[src/rtl/shift_sequencer_pkg.sv]
// Shared types and default sizes for the shift sequencer.
package shift_seq_pkg;

  typedef enum logic [2:0] {
    IDLE  = 3'd0,
    LOAD  = 3'd1,
    SHIFT = 3'd2,
    WRITE = 3'd3,
    DONE  = 3'd4
  } state_t;

  typedef enum logic [1:0] {
    SHR  = 2'd0,
    SHRA = 2'd1,
    SHL  = 2'd2,
    SHC  = 2'd3
  } shift_op_t;

  localparam int DEFAULT_CNT_W   = 5;
  localparam int DEFAULT_TIMEOUT = 32;

endpackage

[src/rtl/shift_sequencer_if.sv]
// Handshake and datapath-control bundle between the control unit,
// the shift_control counter, the shift register and the sequencer.
interface shift_sequencer_if
  import shift_seq_pkg::*;
#(
  parameter int CNT_W = DEFAULT_CNT_W
) ();

  logic             start;
  shift_op_t        op;
  logic             abort;
  logic             n;
  logic             ld;
  logic             decr;
  logic             shift_en;
  shift_op_t        shift_op;
  logic             c_out;
  logic             busy;
  logic             done;
  logic             err;
  logic [CNT_W:0]   shifted;

  // Control-unit side (also supplies n from the shift_control counter).
  modport master (
    output start, op, abort, n,
    input  ld, decr, shift_en, shift_op, c_out, busy, done, err, shifted
  );

  // Sequencer side.
  modport slave (
    input  start, op, abort, n,
    output ld, decr, shift_en, shift_op, c_out, busy, done, err, shifted
  );

endinterface

[src/rtl/shift_sequencer.sv]
// Control FSM for one multi-cycle shift instruction: load the count into
// shift_control, shift until it reports zero, gate the result onto the bus,
// then pulse done. A watchdog aborts a SHIFT phase that never sees n.
// TIMEOUT must be at least 2**CNT_W so the largest legal count never trips it.
module shift_sequencer
  import shift_seq_pkg::*;
#(
  parameter int CNT_W   = DEFAULT_CNT_W,
  parameter int TIMEOUT = DEFAULT_TIMEOUT
) (
  input  logic               clk,
  input  logic               rst,
  shift_sequencer_if.slave   bus
);

  localparam int WD_W = $clog2(TIMEOUT + 1);
  localparam logic [WD_W-1:0] WD_LAST = WD_W'(TIMEOUT - 1);
  localparam logic [WD_W-1:0] WD_SAT  = WD_W'(TIMEOUT);

  state_t          state;
  shift_op_t       op_q;
  logic            ld_q;
  logic            c_out_q;
  logic            done_q;
  logic            busy_q;
  logic            err_q;
  logic [CNT_W:0]  shifted_q;
  logic [WD_W-1:0] wd_cnt;
  logic            shift_fire;

  // A shift happens in SHIFT while the count is nonzero; an abort in the
  // same cycle suppresses it so the shift register and counter stay in step
  // with the reported shift total. n feeds straight through, no register.
  assign shift_fire = (state == SHIFT) && !bus.n && !bus.abort;

  assign bus.shift_en = shift_fire;
  assign bus.decr     = shift_fire;
  assign bus.ld       = ld_q;
  assign bus.c_out    = c_out_q;
  assign bus.done     = done_q;
  assign bus.busy     = busy_q;
  assign bus.err      = err_q;
  assign bus.shift_op = op_q;
  assign bus.shifted  = shifted_q;

  // Sequencer FSM; ld/c_out/done/busy are registered alongside the state
  // so they are pure functions of the current state.
  always_ff @(posedge clk or negedge rst) begin
    if (!rst) begin
      state     <= IDLE;
      op_q      <= SHR;
      ld_q      <= 1'b0;
      c_out_q   <= 1'b0;
      done_q    <= 1'b0;
      busy_q    <= 1'b0;
      err_q     <= 1'b0;
      shifted_q <= '0;
      wd_cnt    <= '0;
    end else begin
      ld_q    <= 1'b0;
      c_out_q <= 1'b0;
      done_q  <= 1'b0;
      case (state)
        IDLE: begin
          if (bus.start && !bus.abort) begin
            state     <= LOAD;
            op_q      <= bus.op;
            shifted_q <= '0;
            err_q     <= 1'b0;
            wd_cnt    <= '0;
            ld_q      <= 1'b1;
            busy_q    <= 1'b1;
          end
        end
        LOAD: begin
          if (bus.abort) begin
            state  <= IDLE;
            busy_q <= 1'b0;
          end else begin
            state <= SHIFT;
          end
        end
        SHIFT: begin
          if (bus.abort) begin
            state  <= IDLE;
            busy_q <= 1'b0;
          end else if (bus.n) begin
            state   <= WRITE;
            c_out_q <= 1'b1;
          end else begin
            shifted_q <= shifted_q + 1'b1;
            if (wd_cnt == WD_LAST) begin
              state  <= IDLE;
              busy_q <= 1'b0;
              err_q  <= 1'b1;
            end else if (wd_cnt != WD_SAT) begin
              wd_cnt <= wd_cnt + 1'b1;
            end
          end
        end
        WRITE: begin
          if (bus.abort) begin
            state  <= IDLE;
            busy_q <= 1'b0;
          end else begin
            state  <= DONE;
            done_q <= 1'b1;
          end
        end
        DONE: begin
          state  <= IDLE;
          busy_q <= 1'b0;
        end
        default: begin
          state  <= IDLE;
          busy_q <= 1'b0;
        end
      endcase
    end
  end

endmodule

[src/flat_wrapper.sv]
// flat-port wrapper written by rule: the top's interface ports become plain ports
module shift_sequencer_flat import shift_seq_pkg::*;
#(
  parameter int CNT_W   = DEFAULT_CNT_W,
  parameter int TIMEOUT = DEFAULT_TIMEOUT
)
  (clk, rst, bus_start, bus_op, bus_abort, bus_n, bus_ld, bus_decr, bus_shift_en, bus_shift_op, bus_c_out, bus_busy, bus_done, bus_err, bus_shifted);
  shift_sequencer_if #(.CNT_W(CNT_W)) bus_i ();
  input  logic clk;
  input  logic rst;
  input wire logic [$bits(bus_i.start)-1:0] bus_start;
  input wire logic [$bits(bus_i.op)-1:0] bus_op;
  input wire logic [$bits(bus_i.abort)-1:0] bus_abort;
  input wire logic [$bits(bus_i.n)-1:0] bus_n;
  output wire logic [$bits(bus_i.ld)-1:0] bus_ld;
  output wire logic [$bits(bus_i.decr)-1:0] bus_decr;
  output wire logic [$bits(bus_i.shift_en)-1:0] bus_shift_en;
  output wire logic [$bits(bus_i.shift_op)-1:0] bus_shift_op;
  output wire logic [$bits(bus_i.c_out)-1:0] bus_c_out;
  output wire logic [$bits(bus_i.busy)-1:0] bus_busy;
  output wire logic [$bits(bus_i.done)-1:0] bus_done;
  output wire logic [$bits(bus_i.err)-1:0] bus_err;
  output wire logic [$bits(bus_i.shifted)-1:0] bus_shifted;
  assign bus_i.start = bus_start;
  assign bus_i.op = bus_op;
  assign bus_i.abort = bus_abort;
  assign bus_i.n = bus_n;
  assign bus_ld = bus_i.ld;
  assign bus_decr = bus_i.decr;
  assign bus_shift_en = bus_i.shift_en;
  assign bus_shift_op = bus_i.shift_op;
  assign bus_c_out = bus_i.c_out;
  assign bus_busy = bus_i.busy;
  assign bus_done = bus_i.done;
  assign bus_err = bus_i.err;
  assign bus_shifted = bus_i.shifted;
  shift_sequencer #(.CNT_W(CNT_W), .TIMEOUT(TIMEOUT)) u_core (.clk(clk), .rst(rst), .bus(bus_i));
endmodule
[config.mk]
export PLATFORM = sky130hd
export DESIGN_NAME = shift_sequencer_flat
export DESIGN_NICKNAME = d
export VERILOG_FILES = /design/src/rtl/shift_sequencer_pkg.sv /design/src/rtl/shift_sequencer_if.sv /design/src/rtl/shift_sequencer.sv /design/src/flat_wrapper.sv
export SDC_FILE = /design/constraint.sdc
export NUM_CORES = 1
export LEC_CHECK = 0
export ABC_AREA = 1
export CAP_MARGIN = 20
export CORE_ASPECT_RATIO = 0.5
export CORE_UTILIZATION = 46
export DETAILED_ROUTE_END_ITERATION = 12
export PLACE_DENSITY = 0.74
export SLEW_MARGIN = 20
export SYNTH_ARGS = -nofsm -noshare
export SYNTH_HDL_FRONTEND = slang
export SYNTH_SLANG_ARGS = --single-unit
[constraint.sdc]
create_clock -name clk -period 1.2 [get_ports clk]
set_input_delay 0.12 -clock clk [delete_from_list [all_inputs] [get_ports clk]]
set_output_delay 0.12 -clock clk [all_outputs]
set_load 0.005 [all_outputs]
## Word-level counts from Yosys, hierarchy flattened

Index checks and enable logic that the tools add are counted.

| word-level totals | value |
|---|---|
| output and inout port bits | 15 |
| flip-flop bits (word level) | 22 |
| logic and storage cells | 74 |
| bits of input ports | 7 |

| cells by class | value |
|---|---|
| add/subtract/negate cells | 2 |
| eq/ne operators | 15 |
| reductions and logical operators | 14 |
| multiplexer cells | 34 |

Operators with widths:

| cell | count |
|---|---|
| 6-bit two-way mux | 7 |
| 6-bit one-hot mux with 2 select lines | 2 |
| 1-bit two-way mux | 16 |
| 3-bit two-way mux | 5 |
| 6-bit by 1-bit adder with 6-bit output, second input constant | 2 |
| 3-bit one-hot mux with 4 select lines | 1 |
| 2-bit != test, second input constant | 5 |
| 4-bit AND reduction | 2 |
| 3-bit by 2-bit == test with 1-bit output, second input constant | 2 |
| 6-bit by 5-bit == test with 1-bit output, second input constant | 1 |
| 3-bit != test, second input constant | 2 |
| 6-bit != test, second input constant | 1 |
| 6-bit AND reduction | 1 |
| 5-bit AND reduction | 1 |
| 2-bit by 1-bit != test with 1-bit output, second input constant | 2 |
| 4-bit != test, second input constant | 1 |
| 2-bit AND reduction | 2 |
| 3-bit by 1-bit == test with 1-bit output, second input constant | 1 |
| 1-bit logical AND | 3 |
| 3-bit zero test | 1 |
| 1-bit one-hot mux with 3 select lines | 1 |
| 1-bit zero test | 2 |
| 2-bit two-way mux | 1 |
| 1-bit one-hot mux with 2 select lines | 1 |
| other kinds (2) | 2 |

## Longest topological paths before layout

| logic depth | value |
|---|---|
| word-level depth | 6 |
| depth in mapped cells | 9 |
| depth with buffers taken out | 9 |

## Least setup slack after synthesis

Ideal clock, no wire load.

| timing | value |
|---|---|
| path kind | reg2reg |
| from | reg u_core.wd_cnt[0] |
| to | reg u_core.wd_cnt[2] |
| required time | 1084 ps |
| path slack | -108 ps |
| library setup time | 116 ps |
| buffers on the path | 0 |
| cell stages (with the launch flop) | 10 |
| data arrival time | 1192 ps |
| period minus slack after synthesis | 1308 ps |
| cell sequence | dfrtp_1 -> ha_1 -> nand3_1 -> inv_1 -> nand2_1 -> nand2_1 -> nand2_1 -> nand2_4 -> nand2_1 -> nand2_1 |

| on the way | value |
|---|---|
| word-level cells in the longest chain between the ends | 6 |
| elaborated cells between the ends (all ways) | 11 |
| those cells by class | 1 x add/sub; 4 x eq/ne; 5 x mux; 1 x reduce/logical |

RTL lines:

| what | RTL line | RTL |
|---|---|---|
| start, declared | shift_sequencer.sv:28 | `logic [WD_W-1:0] wd_cnt;` |
| start signal, assigned | shift_sequencer.sv:97 | `wd_cnt <= wd_cnt + 1'b1;` |
| 6-bit by 1-bit adder with 6-bit output | shift_sequencer.sv:97 |  |
| 6-bit two-way mux | shift_sequencer.sv:96 | `end else if (wd_cnt != WD_SAT) begin` |
| 6-bit two-way mux | shift_sequencer.sv:92 | `if (wd_cnt == WD_LAST) begin` |
| 6-bit two-way mux | shift_sequencer.sv:87 | `end else if (bus.n) begin` |
| 6-bit two-way mux | shift_sequencer.sv:84 | `if (bus.abort) begin` |
| 6-bit one-hot mux with 2 select lines | shift_sequencer.sv:63 | `case (state)` |

Several ways; a longest one is shown, not always the timed one. The select of a mux whose other input is x is not followed.
A chain may end at the register's enable or synchronous reset.

## Worst setup path in the final report

| timing | value |
|---|---|
| from | reg u_core.wd_cnt[0] |
| to | reg u_core.wd_cnt[0] |

Same word-level chain as after synthesis.

==> metrics <==
outcome=complete, but fails checks; violated checks=negative setup slack; Setup WS pre-CTS=-0.3263 ns; peak supply drop=1478 µV; FF-to-FF setup slack=-0.16 ns; gpl congestion=roughly 0.83; Worst Skew=0.002633 ns; Syn Area/Cell=7.780 µm²; largest net degree at the start of global routing=23; Tmin final=1.359 ns; dpl cells=236; first-pass GRT wire length=5023 µm; antenna viol nets, final=0; Yosys cell types=23; Synth Instances=156; FF-to-FF End=u_core.wd_cnt[0]$_DFFE_PN0P_; total number of vias=1247; main combinational cell family by area after synthesis=simple AND/OR/NAND/NOR gates; Synth Register Bits=22; Die Area=2860 µm²; RSZ-0062 raised after global routing=true; Setup crit end kind=flop; fin. max-slew vios=0; Tightest Pin Transition=0.2993 ns; synth warn=0; core area=2357 µm²; cts bufs inserted=3; antenna cells=0; Critical Path RT=1.36 ns; Arr. time, crit path=1.52 ns; WL per Instance=13.25 µm; CTS root buf=clkbuf_8; row cnt=12; PwrDens=1685 nW/µm²; Worst Path Class, Setup=reg -> reg; io pins=22; Layout Utilization=about 80%; Nets=around 230; gr ovfl total=0; layout cells sized above 1=37.27%; WHS=0.2184 ns; Tcrit/Tclk final=113.3%; cts-stage hold buffer count=0; adder-cell share of the synthesized area=3.093%; static leakage=approximately 1.0 nW; clock sink total=22; Die Wd=74.64 µm; drt initial violations=67; Via density=~5; post-synthesis compound-gate area fraction=3.196%; fin cells=255; Final Hold Viols=0; max_cap viols=0; Synth Area in XOR/XNOR=4.330%; FMAX=735.6 MHz; Final WS setup=-0.1594 ns; final WL=3378 µm; Initial Util=51.49%; r2r worst-path depth=9; final setup violation count=17; Seq/Total Area, Yosys=45.36%; Synth Area in Simple Gates=37.94%; crit path launch type=flop; antenna violations before repair=0; P&R area growth vs syn=59.59%; chip height=38.32 µm; TritonCTS clock tree=yes; clock latency on the worst-skew pair=0.27 ns; Pre-antenna DRT Iters=4; Worst Hold Class=in -> async; Bufs on Longest Clock Path=2; relative slew slack=80.05%; GRT Util Overall=24.44%; Detail Placement HPWL=between 2000 and 2500 µm; syn_nets=around 170; vias in the first global route=1130; Clock H-tree levels=1; Reg clk slew, reported paths=0.08 ns; DRC=0; post-synthesis mux area share=0%; Worst R2R Start=u_core.wd_cnt[0]$_DFFE_PN0P_; Max FO, Critical Path=6; Mapped Area=1214 µm²; Port Buf Inserts=21; total chip power=0.003264 W
per-layer routing:
layer,vias up,GRT usage [%],routed length [µm]
met3,8,5.526,130
met5,-,0,0
met4,0,8.491,75
li1,616,-,-
met2,31,43.47,1672
met1,592,29.72,1499
worst max-delay path: stages (launching register included):
cell     delay (ns)
dfrtp_1        0.41
ha_2           0.22
nand3_4        0.11
inv_2          0.04
nand2_2        0.07
nand2_1        0.09
nand2_4        0.11
nand2_8        0.08
nand2_2        0.07
nand2_2        0.04
report_power, final:
group / internal, W / switching [W] / leakage [nW]
combinational: 0.000836 / 0.000932 / 0.708
sequential: 0.000865 / 0.0000792 / 0.299
clock: 0.000293 / 0.000258 / 0.0288
total: 0.00199 / 0.00127 / 1.04
layout make-up:
class	instances	area, µm²
inverters	17	73.82
repair buffers	61	503.0
fillers	139	420.4
clock buffers	4	55.05
multi-input cells	116	710.7
well taps	35	43.79
flip-flops and latches	22	550.5
per-stage QoR:
step	area, µm²	TNS (ns)
5_1_grt	1937	-3.399
3_3_place_gp	1663	-4.941
6_report	1937	-1.981
3_5_place_dp	1663	-5.181
2_1_floorplan	1229	-0.1308
4_1_cts	1872	-1.935
Yosys cell counts:
master     n  share of area [%]
ha_1       3                3.1
nor2_2     1               0.52
o21bai_1   1               0.62
nand3_2    1               0.82
inv_4      1               0.52
nand2_4    2                1.9
nand4_1    1               0.52
o21ai_0    1               0.41
xor2_1     4                2.9
buf_4      1               0.62
o221ai_1   1               0.72
nand2_1   60                 19
a21oi_1    2               0.82
xnor2_1    2                1.4
nor2_4     3                2.8
nand3_1   12                4.9
nor2_1    19                5.9
nand3b_1   1               0.62
dfrtp_1   22                 45
inv_1     15                4.6
nand3_4    1                1.4
inv_2      1               0.31
o31ai_1    1               0.62
layout by cell type (no fill, tap or decap), types with 3 or more instances in the layout:
master,instances
inv_4,4
clkbuf_8,4
nor2_4,5
buf_6,5
buf_4,35
nand2_2,9
xor2_1,4
dfrtp_1,22
clkdlybuf4s50_1,6
nand2_4,4
nand3_4,3
dlygate4sd2_1,13
nand3_2,4
nand2_1,48
nor2_1,17
inv_1,11
nand3_1,7
what timing repair did:
action	in CTS	in global routing
pin swaps	13	9
gates resized for setup	42	16
setup endpoints to repair	31	20
gates cloned	0	0
endpoints found under the hold margin	0	0
setup buffers	15	1
flip-flops by register name, indices dropped and copies added, names as in the netlist:
name and cells:
u_core.bus.c_out 1, u_core.wd_cnt 6, u_core.bus.done 1, u_core.bus.ld 1
u_core.bus.shifted 6, u_core.bus.err 1, u_core.state 3, u_core.bus.shift_op 2
u_core.bus.busy 1
how the worst max path moves through the flow:
stage / start / to / cells past startpoint
global placement: bus_abort / bus_shift_en / 5
CTS: u_core.state[0]$_DFFE_PN0P_ / u_core.wd_cnt[0]$_DFFE_PN0P_ / 9
finish: u_core.wd_cnt[0]$_DFFE_PN0P_ / u_core.wd_cnt[0]$_DFFE_PN0P_ / 9
global route: u_core.state[2]$_DFFE_PN0P_ / u_core.bus.shifted[5]$_DFFE_PN0P_ / 8
detailed placement: bus_abort / bus_decr / 5
floorplan: u_core.state[2]$_DFFE_PN0P_ / u_core.wd_cnt[2]$_DFFE_PN0P_ / 8
logic make-up after synthesis:
| logic type | Yosys count |
|---|---|
| AO/OA/AOI/OAI | 6 |
| buffers and inverters | 18 |
| flip-flops | 22 |
| AND/OR/NAND/NOR | 101 |
| XOR/XNOR | 6 |
| adder cells (fa/ha/maj) | 3 |
Power figures use the tool's default switching activity.
